--- config.mk ---
export PLATFORM = sky130hd
export DESIGN_NAME = markov_dfe_seq_ctrl
export DESIGN_NICKNAME = d
export VERILOG_FILES = /design/src/rtl/markov_pkg.sv /design/src/rtl/markov_table_writer.sv /design/src/rtl/markov_dfe_seq_ctrl.sv
export SDC_FILE = /design/constraint.sdc
export NUM_CORES = 1
export LEC_CHECK = 0
export ABC_AREA = 1
export BUFFER_PORTS_ARGS = -buffer_cell sky130_fd_sc_hd__buf_2
export CAP_MARGIN = 40
export CELL_PAD_IN_SITES_DETAIL_PLACEMENT = 2
export CELL_PAD_IN_SITES_GLOBAL_PLACEMENT = 2
export CORE_UTILIZATION = 28
export DETAILED_ROUTE_END_ITERATION = 10
export PLACE_DENSITY_LB_ADDON = 0.1
export SLEW_MARGIN = 20
export SYNTH_ARGS = -nofsm -noshare
export SYNTH_HDL_FRONTEND = slang
export SYNTH_SLANG_ARGS = --single-unit
--- constraint.sdc ---
create_clock -name clk -period 2.7 [get_ports clk]
set_input_delay 0.135 -clock clk [delete_from_list [all_inputs] [get_ports clk]]
set_output_delay 0.135 -clock clk [all_outputs]
set_load 0.005 [all_outputs]
--- src/rtl/markov_pkg.sv ---
// Shared types and constants for the markov DFE sequencer slice.
package markov_pkg;

    // Sequencer states
    typedef enum logic [2:0] {
        IDLE   = 3'd0,
        LOAD   = 3'd1,
        SETTLE = 3'd2,
        RUN    = 3'd3,
        DONE   = 3'd4
    } seq_state_t;

    // Table depth of a one-tap DFE: 4 tx symbols x 7 states x 3 thresholds
    localparam int unsigned N_ENTRIES_1TAP = 84;
    // Probability index value meaning "no table write this cycle"
    localparam logic [31:0] PROB_IDX_NONE  = 32'hFFFF_FFFF;
    // Cumulative thresholds per (symbol, state) group
    localparam int unsigned DFE_GROUP      = 3;

endpackage

--- src/rtl/markov_table_writer.sv ---
// Streams cumulative-probability words into the DFE table port.
// Optional build macro MARKOV_SEQ_MONO_CHECK_EN adds a per-group
// monotonic checker; without it cfg_err is tied low.
module markov_table_writer
    import markov_pkg::*;
#(
    parameter int unsigned PROB_W    = 32,
    parameter int unsigned N_ENTRIES = N_ENTRIES_1TAP
) (
    input  logic              clk,
    input  logic              rstn,
    input  logic              load_en,
    input  logic              clear,
    input  logic              abort,
    input  logic              cfg_valid,
    input  logic [PROB_W-1:0] cfg_data,
    output logic [31:0]       prob_idx,
    output logic [PROB_W-1:0] prob_in,
    output logic              last_c,
    output logic              mono_err_c,
    output logic              cfg_err
);

    localparam int unsigned LCNT_W = $clog2(N_ENTRIES);

    logic [LCNT_W-1:0] load_cnt;
    logic              hs_c;

    assign hs_c   = load_en & cfg_valid;
    assign last_c = hs_c & (load_cnt == LCNT_W'(N_ENTRIES - 1));

    // Load counter plus registered index/data so the DFE writes one edge later
    always_ff @(posedge clk) begin
        if (!rstn) begin
            load_cnt <= '0;
            prob_idx <= PROB_IDX_NONE;
            prob_in  <= '0;
        end else begin
            if (clear) begin
                load_cnt <= '0;
            end else if (hs_c) begin
                load_cnt <= load_cnt + LCNT_W'(1);
            end

            if (hs_c && !abort) begin
                prob_idx <= 32'(load_cnt);
                prob_in  <= cfg_data;
            end else begin
                prob_idx <= PROB_IDX_NONE;
            end
        end
    end

`ifdef MARKOV_SEQ_MONO_CHECK_EN
    localparam int unsigned GRP_W = $clog2(DFE_GROUP);

    logic [GRP_W-1:0] grp;

    // prob_in still holds the previously accepted word, i.e. the group predecessor
    assign mono_err_c = hs_c & (grp != '0) & (cfg_data < prob_in);

    // Position inside the threshold group and sticky error flag
    always_ff @(posedge clk) begin
        if (!rstn) begin
            grp     <= '0;
            cfg_err <= 1'b0;
        end else if (clear) begin
            grp     <= '0;
            cfg_err <= 1'b0;
        end else if (hs_c) begin
            grp <= (grp == GRP_W'(DFE_GROUP - 1)) ? '0 : grp + GRP_W'(1);
            if (mono_err_c) begin
                cfg_err <= 1'b1;
            end
        end
    end
`else
    assign mono_err_c = 1'b0;
    assign cfg_err    = 1'b0;
`endif

endmodule

--- src/rtl/markov_dfe_seq_ctrl.sv ---
// Sequencer for one markov_1tap_dfe_32 instance: loads the probability
// table with the DFE held in reset, then gates symbols through it for a
// programmed run length. Optional build macro MARKOV_SEQ_MONO_CHECK_EN
// enables the table monotonic check in markov_table_writer.
module markov_dfe_seq_ctrl
    import markov_pkg::*;
#(
    parameter int unsigned PROB_W    = 32,
    parameter int unsigned N_ENTRIES = N_ENTRIES_1TAP,
    parameter int unsigned CNT_W     = 48
) (
    input  logic              clk,
    input  logic              rstn,
    input  logic              start,
    input  logic              abort,
    input  logic [CNT_W-1:0]  run_len,
    input  logic              cfg_valid,
    output logic              cfg_ready,
    input  logic [PROB_W-1:0] cfg_data,
    input  logic              src_valid,
    output logic              src_ready,
    output logic              dfe_rstn,
    output logic              dfe_en,
    output logic [PROB_W-1:0] dfe_prob_in,
    output logic [31:0]       dfe_prob_idx,
    output logic              busy,
    output logic              done,
    output logic [CNT_W-1:0]  sym_count,
    output logic              cfg_err
);

    seq_state_t       state;
    logic [CNT_W-1:0] run_len_q;
    logic             load_clear;
    logic             last_word;
    logic             mono_err;

    // Handshake and gating decodes of the registered state
    assign cfg_ready  = (state == LOAD);
    assign src_ready  = (state == RUN);
    assign dfe_en     = (state == RUN) & src_valid;
    assign load_clear = (state == IDLE) & start & ~abort;

    markov_table_writer #(
        .PROB_W    (PROB_W),
        .N_ENTRIES (N_ENTRIES)
    ) u_writer (
        .clk        (clk),
        .rstn       (rstn),
        .load_en    (cfg_ready),
        .clear      (load_clear),
        .abort      (abort),
        .cfg_valid  (cfg_valid),
        .cfg_data   (cfg_data),
        .prob_idx   (dfe_prob_idx),
        .prob_in    (dfe_prob_in),
        .last_c     (last_word),
        .mono_err_c (mono_err),
        .cfg_err    (cfg_err)
    );

    // Sequencer FSM with registered DFE reset, busy, done and symbol count
    always_ff @(posedge clk) begin
        if (!rstn) begin
            state     <= IDLE;
            run_len_q <= '0;
            sym_count <= '0;
            dfe_rstn  <= 1'b0;
            busy      <= 1'b0;
            done      <= 1'b0;
        end else begin
            done <= 1'b0;

            // Every symbol handed to the DFE is counted, saturating at all-ones
            if (dfe_en && (sym_count != '1)) begin
                sym_count <= sym_count + CNT_W'(1);
            end

            if (abort) begin
                state    <= IDLE;
                dfe_rstn <= 1'b0;
                busy     <= 1'b0;
            end else begin
                case (state)
                    IDLE: begin
                        dfe_rstn <= 1'b0;
                        if (start) begin
                            run_len_q <= run_len;
                            sym_count <= '0;
                            busy      <= 1'b1;
                            state     <= LOAD;
                        end
                    end
                    LOAD: begin
                        if (mono_err) begin
                            busy  <= 1'b0;
                            state <= IDLE;
                        end else if (last_word) begin
                            state <= SETTLE;
                        end
                    end
                    SETTLE: begin
                        // Last table write lands this cycle while the DFE is still in reset
                        dfe_rstn <= 1'b1;
                        state    <= RUN;
                    end
                    RUN: begin
                        if (dfe_en && (run_len_q != '0) &&
                            ((sym_count + CNT_W'(1)) == run_len_q)) begin
                            dfe_rstn <= 1'b0;
                            done     <= 1'b1;
                            state    <= DONE;
                        end
                    end
                    DONE: begin
                        busy  <= 1'b0;
                        state <= IDLE;
                    end
                    default: begin
                        dfe_rstn <= 1'b0;
                        busy     <= 1'b0;
                        state    <= IDLE;
                    end
                endcase
            end
        end
    end

endmodule

; After elaboration in Yosys (flattened, before gate mapping)
; Cells that the tools add are included.
; Widths: inputs -> output; s select.
[word_totals]
output_inout_bits = 119
ff_bits = 173
input_bits = 86
[op_classes]
n_reduce_logical = 17
n_eq_ne = 10
n_mux = 14
addsub = 2
bitwise_logic = 10
[ops]
columns = cell, count
row1 = $mux 48, 4
row2 = $add 48x1->48 const B, 1
row3 = $eq 48x48->1, 1
row4 = $ne 48x48->1 const B, 1
row5 = $reduce_bool 48->1, 1
row6 = $mux 32, 1
row7 = $pmux 3 s4, 1
row8 = $mux 3, 3
row9 = $add 7x1->7 const B, 1
row10 = $eq 7x7->1 const B, 1
row11 = $eq 3x2->1 const B, 2
row12 = $reduce_and 2->1, 3
row13 = $reduce_and 3->1, 2
row14 = $reduce_or 2->1, 3
row15 = $reduce_or 3->1, 2
row16 = $and 1x1->1, 5
row17 = $not 1->1, 5
row18 = $logic_and 1x1->1, 4
row19 = $ne 2x2->1 const B, 2
row20 = $eq 3x1->1 const B, 1
row21 = $eq 3x3->1 const B, 1
row22 = $logic_not 3->1, 1
row23 = $mux 1, 3
row24 = $pmux 1 s3, 1
row25 = 3 further kinds, 3

; Depth between registers and ports, before layout
[depth]
ltp_word = 7
ltp_mapped = 21
ltp_nobuf = 21

; By module
; Synthesis repeated with hierarchy kept, for this count alone.
[hier_totals]
cells_unflattened = 1340
area_unflattened_um2 = 8569.5
[by_module_without_submodules]
columns = mod, cells_each, area_per_inst_um2, instances
row1 = markov_dfe_seq_ctrl, 1095, 6675.2, 1
row2 = markov_table_writer, 245, 1894.3, 1

; Worst setup path before layout
; No wires, ideal clock.
[synth_timing]
kind = register to register
start = register sym_count[1]
end = register sym_count[42]
path_slack_ns = 0.477
period_less_slack_ns = 2.223
t_arrival_ns = 2.083
path_stages_with_launch = 13
required_time_ns = 2.560
cell_sequence = dfxtp_1 ha_1 nand2_1 nor2_2 nand2_1 nor2_4 nand2_1 or3_4 nand2_4 inv_2 clkbuf_1 o21ai_0 a31oi_1
[synth_between]
elab_chain_len = 6
word_cells_on_any_way = 7
cone_classes = add/sub: 1 / eq/ne: 1 / mux: 4 / reduce/logical: 1
[synth_lines]
columns = item, line
row1 = "start, declared", markov_dfe_seq_ctrl.sv:28  ; output logic [CNT_W-1:0] sym_count,
row2 = "start signal, assigned", markov_dfe_seq_ctrl.sv:76  ; sym_count <= sym_count + CNT_W'(1);
row3 = branches (longest 2 deep; another with $add 48x1->48), n/a
row4 = $mux 48 (*), markov_dfe_seq_ctrl.sv:75  ; if (dfe_en && (sym_count != '1)) begin
row5 = $mux 48, markov_dfe_seq_ctrl.sv:87  ; if (start) begin
row6 = $mux 48, markov_dfe_seq_ctrl.sv:84  ; case (state)
row7 = $mux 48 (*), markov_dfe_seq_ctrl.sv:79  ; if (abort) begin
; Mark *: on every way between the ends.
; A chain may end at the register's enable or synchronous reset.

; Final worst setup path
[layout_timing]
start = register sym_count[25]
end = register done
[layout_between]
elab_chain_len = 4
[layout_lines]
columns = item, line
row1 = $add 48x1->48, markov_dfe_seq_ctrl.sv:109  ; ((sym_count + CNT_W'(1)) == run_len_q)) begin
row2 = $eq 48x48->1, markov_dfe_seq_ctrl.sv:109
row3 = $logic_and 1x1->1, markov_dfe_seq_ctrl.sv:108  ; if (dfe_en && (run_len_q != '0) &&
row4 = $mux 1, markov_dfe_seq_ctrl.sv:108
row5 = "end signal, assigned", markov_dfe_seq_ctrl.sv:70  ; done <= 1'b0;
row6 = "end signal, assigned", markov_dfe_seq_ctrl.sv:72  ; done <= 1'b0;
row7 = "end signal, assigned", markov_dfe_seq_ctrl.sv:111  ; done <= 1'b1;
row8 = "end, declared", markov_dfe_seq_ctrl.sv:27  ; output logic done,
; No other way between the ends.

==> metrics <==
Hold Fails Final Rpt=2; commonest non-fill, non-tap cells in the layout=311 x nand2_1, 203 x buf_2, 160 x buf_4; buffers added on ports=203; Slew Viols, Final=0; DIE WIDTH=174 um; P_sw=0.00154 W; compound-cell area share of the yosys netlist=13.2%; area post-placement=10500 sq um; initial antenna violation count=1; FP Rows=62; Root Buffer=clkbuf_16; worst setup margin=-0.172 ns; Switching Share=27.9%; critical path fanouts, max=3; Final #Nets=1772; vias in the first global route=11100; share of the synthesized area in the top cell type=36.2%; largest net degree at the start of global routing=97; top cells by area, synth=dfxtp_1 36%, nand2_1 17%, nand3_1 7.5%, nor2_1 6.4%, o21ai_0 5.8%; failing checks=hold timing, setup timing; Synth Cell Area=8250 sq um; Avg WL per Cell=22.0 um; Seq/Total Area, Yosys=36.2%; htree depth=4; Mean Syn Cell Area=6.46 sq um; drt via density=5.12; GRT overflow=0; WL final=45.7 mm; period utilisation layout=106%; commonest non-fill, non-tap cell in the layout=nand2_1; P&R area growth vs syn=56.3%; clock buffer depth=2; Pre-antenna DRT Iters=5; Critical Path RT=3.08 ns; Synth Area in XOR/XNOR=3.98%; Inserted Clock Buffers=17; post-layout min period=2.87 ns; cell leakage power=5.83 nW; Arrival @ worst endpoint=3.25 ns; routability cong.=0.899; Synth Area in Adders=0.303%; Synth Flop Type=dfxtp_1; Clock Pin Slew Worst Setup and Hold Paths=0.07 ns; first-pass GRT wire length=63.2 mm; asr flop ratio synth=0%; syn_nets=1364; DRC errors left=0; CP Class=reg2reg; Yosys warning total=0; synth unique cells=39; ratio of cells with drive above 1 in the final layout=35.7%; post-layout util=44.7%; Seq pwr share=42.1%; RSZ-0062 raised after global routing=true; Hold WS=-0.00535 ns; initial drt markers=613; VDD IR max=0.456 mV; clk_skew=0.0154 ns; I/O Pins=205; dpl hpwl=30.2 mm; DP Worst Slack=-0.410 ns; mux contribution to synthesized area=0%; largest family of logic cells by synthesized area=simple AND/OR/NAND/NOR gates; Global Route Usage Sum=27.2%; Floorplan Core Area=28900 sq um; Die Area=30100 sq um; clock group share of total power=45.2%; CTS tree=yes; internal power=0.00397 W; Synth Register Bits=149; worst min-delay path class=in2reg; outcome=complete, but fails checks; cell accounting for the most synthesized area=dfxtp_1; Simple-Gate Fraction of Synth Area=36.0%; Routed Antenna Nets=0; Worst Setup Start Kind=flop; DIE HEIGHT=174 um; Final Power=0.00550 W; pwr/cell area=427 nW/um^2; Crit. End Element=flop; Slew HR=60.4%; Final Setup Violations=6; via count=10700; number of max-cap violations=0; Synth Instances=1276; Initial Util=28.6%; CTS sink cnt=149; Worst Max-Slew Pin Slew=0.593 ns; post-route cell area=12900 sq um; number of synthesized flops with an enable pin=0; Peak Freq=0.348 GHz; Skew-Pair Late Insertion Delay=0.46 ns; Combinational Power Share=12.7%
-- synth_stat cells, types with 8 or more instances --
cell type / count
inv_1: 124
a211oi_1: 8
a31oi_1: 9
nor2_1: 141
nor2_2: 13
o21ai_0: 96
buf_4: 26
nand2_1: 363
a21oi_1: 89
dfxtp_1: 149
xor2_1: 17
clkbuf_1: 33
nand4_1: 24
nand3_1: 124
-- power by group through the flow --
stage          logic (W)  clock network, W  registers (W)
2_1_floorplan   0.000298                 0        0.00234
3_3_place_gp    0.000518                 0        0.00236
3_5_place_dp    0.000534                 0        0.00236
4_1_cts         0.000632           0.00252        0.00231
5_1_grt         0.000760           0.00261        0.00232
6_report        0.000701           0.00249        0.00232
-- what timing repair did --
action	CTS	global route
setup endpoints to repair	7	32
endpoints found under the hold margin	73	0
setup buffers	6	24
gates cloned	0	0
gates resized for setup	52	166
hold buffers	72	0
pin swaps	12	72
-- critical path, stage by stage, from the launching register on --
cell,delay (ns)
dfxtp_1,0.34
nand2_1,0.13
nor2_2,0.26
nand2_1,0.15
nor2_1,0.21
nand2_1,0.17
xor2_1,0.22
o21ai_0,0.17
nor4_2,0.26
buf_4,0.18
nand2_1,0.08
nor2_1,0.17
nand2_1,0.14
nor2_2,0.15
nand2_1,0.08
nor2_1,0.10
-- final timing paths --
| path | startpoint | endpoint | slack [ns] | cells past startpoint |
|---|---|---|---|---|
| setup / recovery | sym_count[25]$_SDFF_PN0_ | done$_SDFF_PP0_ | -0.17 | 15 |
| hold / removal | run_len[40] | run_len_q[40]$_SDFFE_PN0P_ | -0.005 | 3 |
| setup reg to reg | sym_count[25]$_SDFF_PN0_ | done$_SDFF_PP0_ | -0.17 | 15 |
| hold reg to reg | u_writer.prob_in[1]$_SDFFE_PN0P_ | u_writer.prob_in[1]$_SDFFE_PN0P_ | 0.47 | 2 |
-- through the flow --
step,TNS (ns),cells,hold slack (ns)
4_1_cts,0,2053,0.000640
3_5_place_dp,-1.77,1945,0.338
5_1_grt,-1.52,2080,0.00982
3_3_place_gp,-1.25,1944,0.329
6_report,-0.533,2080,-0.00535
2_1_floorplan,0,1276,0.246
-- area by class of cell --
| type | count | area [sq um] |
|---|---|---|
| inverters | 125 | 469 |
| diodes | 1 | 2.50 |
| fillers | 3452 | 16000 |
| flip-flops and latches | 149 | 3020 |
| repair buffers | 456 | 3230 |
| well taps | 384 | 480 |
| multi-input cells | 935 | 5110 |
| clock buffers | 20 | 457 |
| clock inverters | 10 | 125 |
-- registers in the layout, summed over array words and instances (netlist names), 3 cells and up --
signal             flops
u_writer.prob_idx      8
u_writer.load_cnt      7
state                  3
u_writer.prob_in      32
run_len_q             48
sym_count             48
-- per-layer routing --
metal,GRT usage [%],wire (um)
met1,35.3,20100
met3,4.39,1780
met4,6.32,1270
met2,47.0,22600
met5,0,0
-- cells by family after synthesis --
family	count (synthesis)
xor gates and xnor gates	28
AOI/OAI and AO/OA	208
other	1
adders and majority gates	2
buffers and inverters	192
DFF	149
and+or+nand+nor	696
Note: power is estimated with default switching activity, not from simulation.
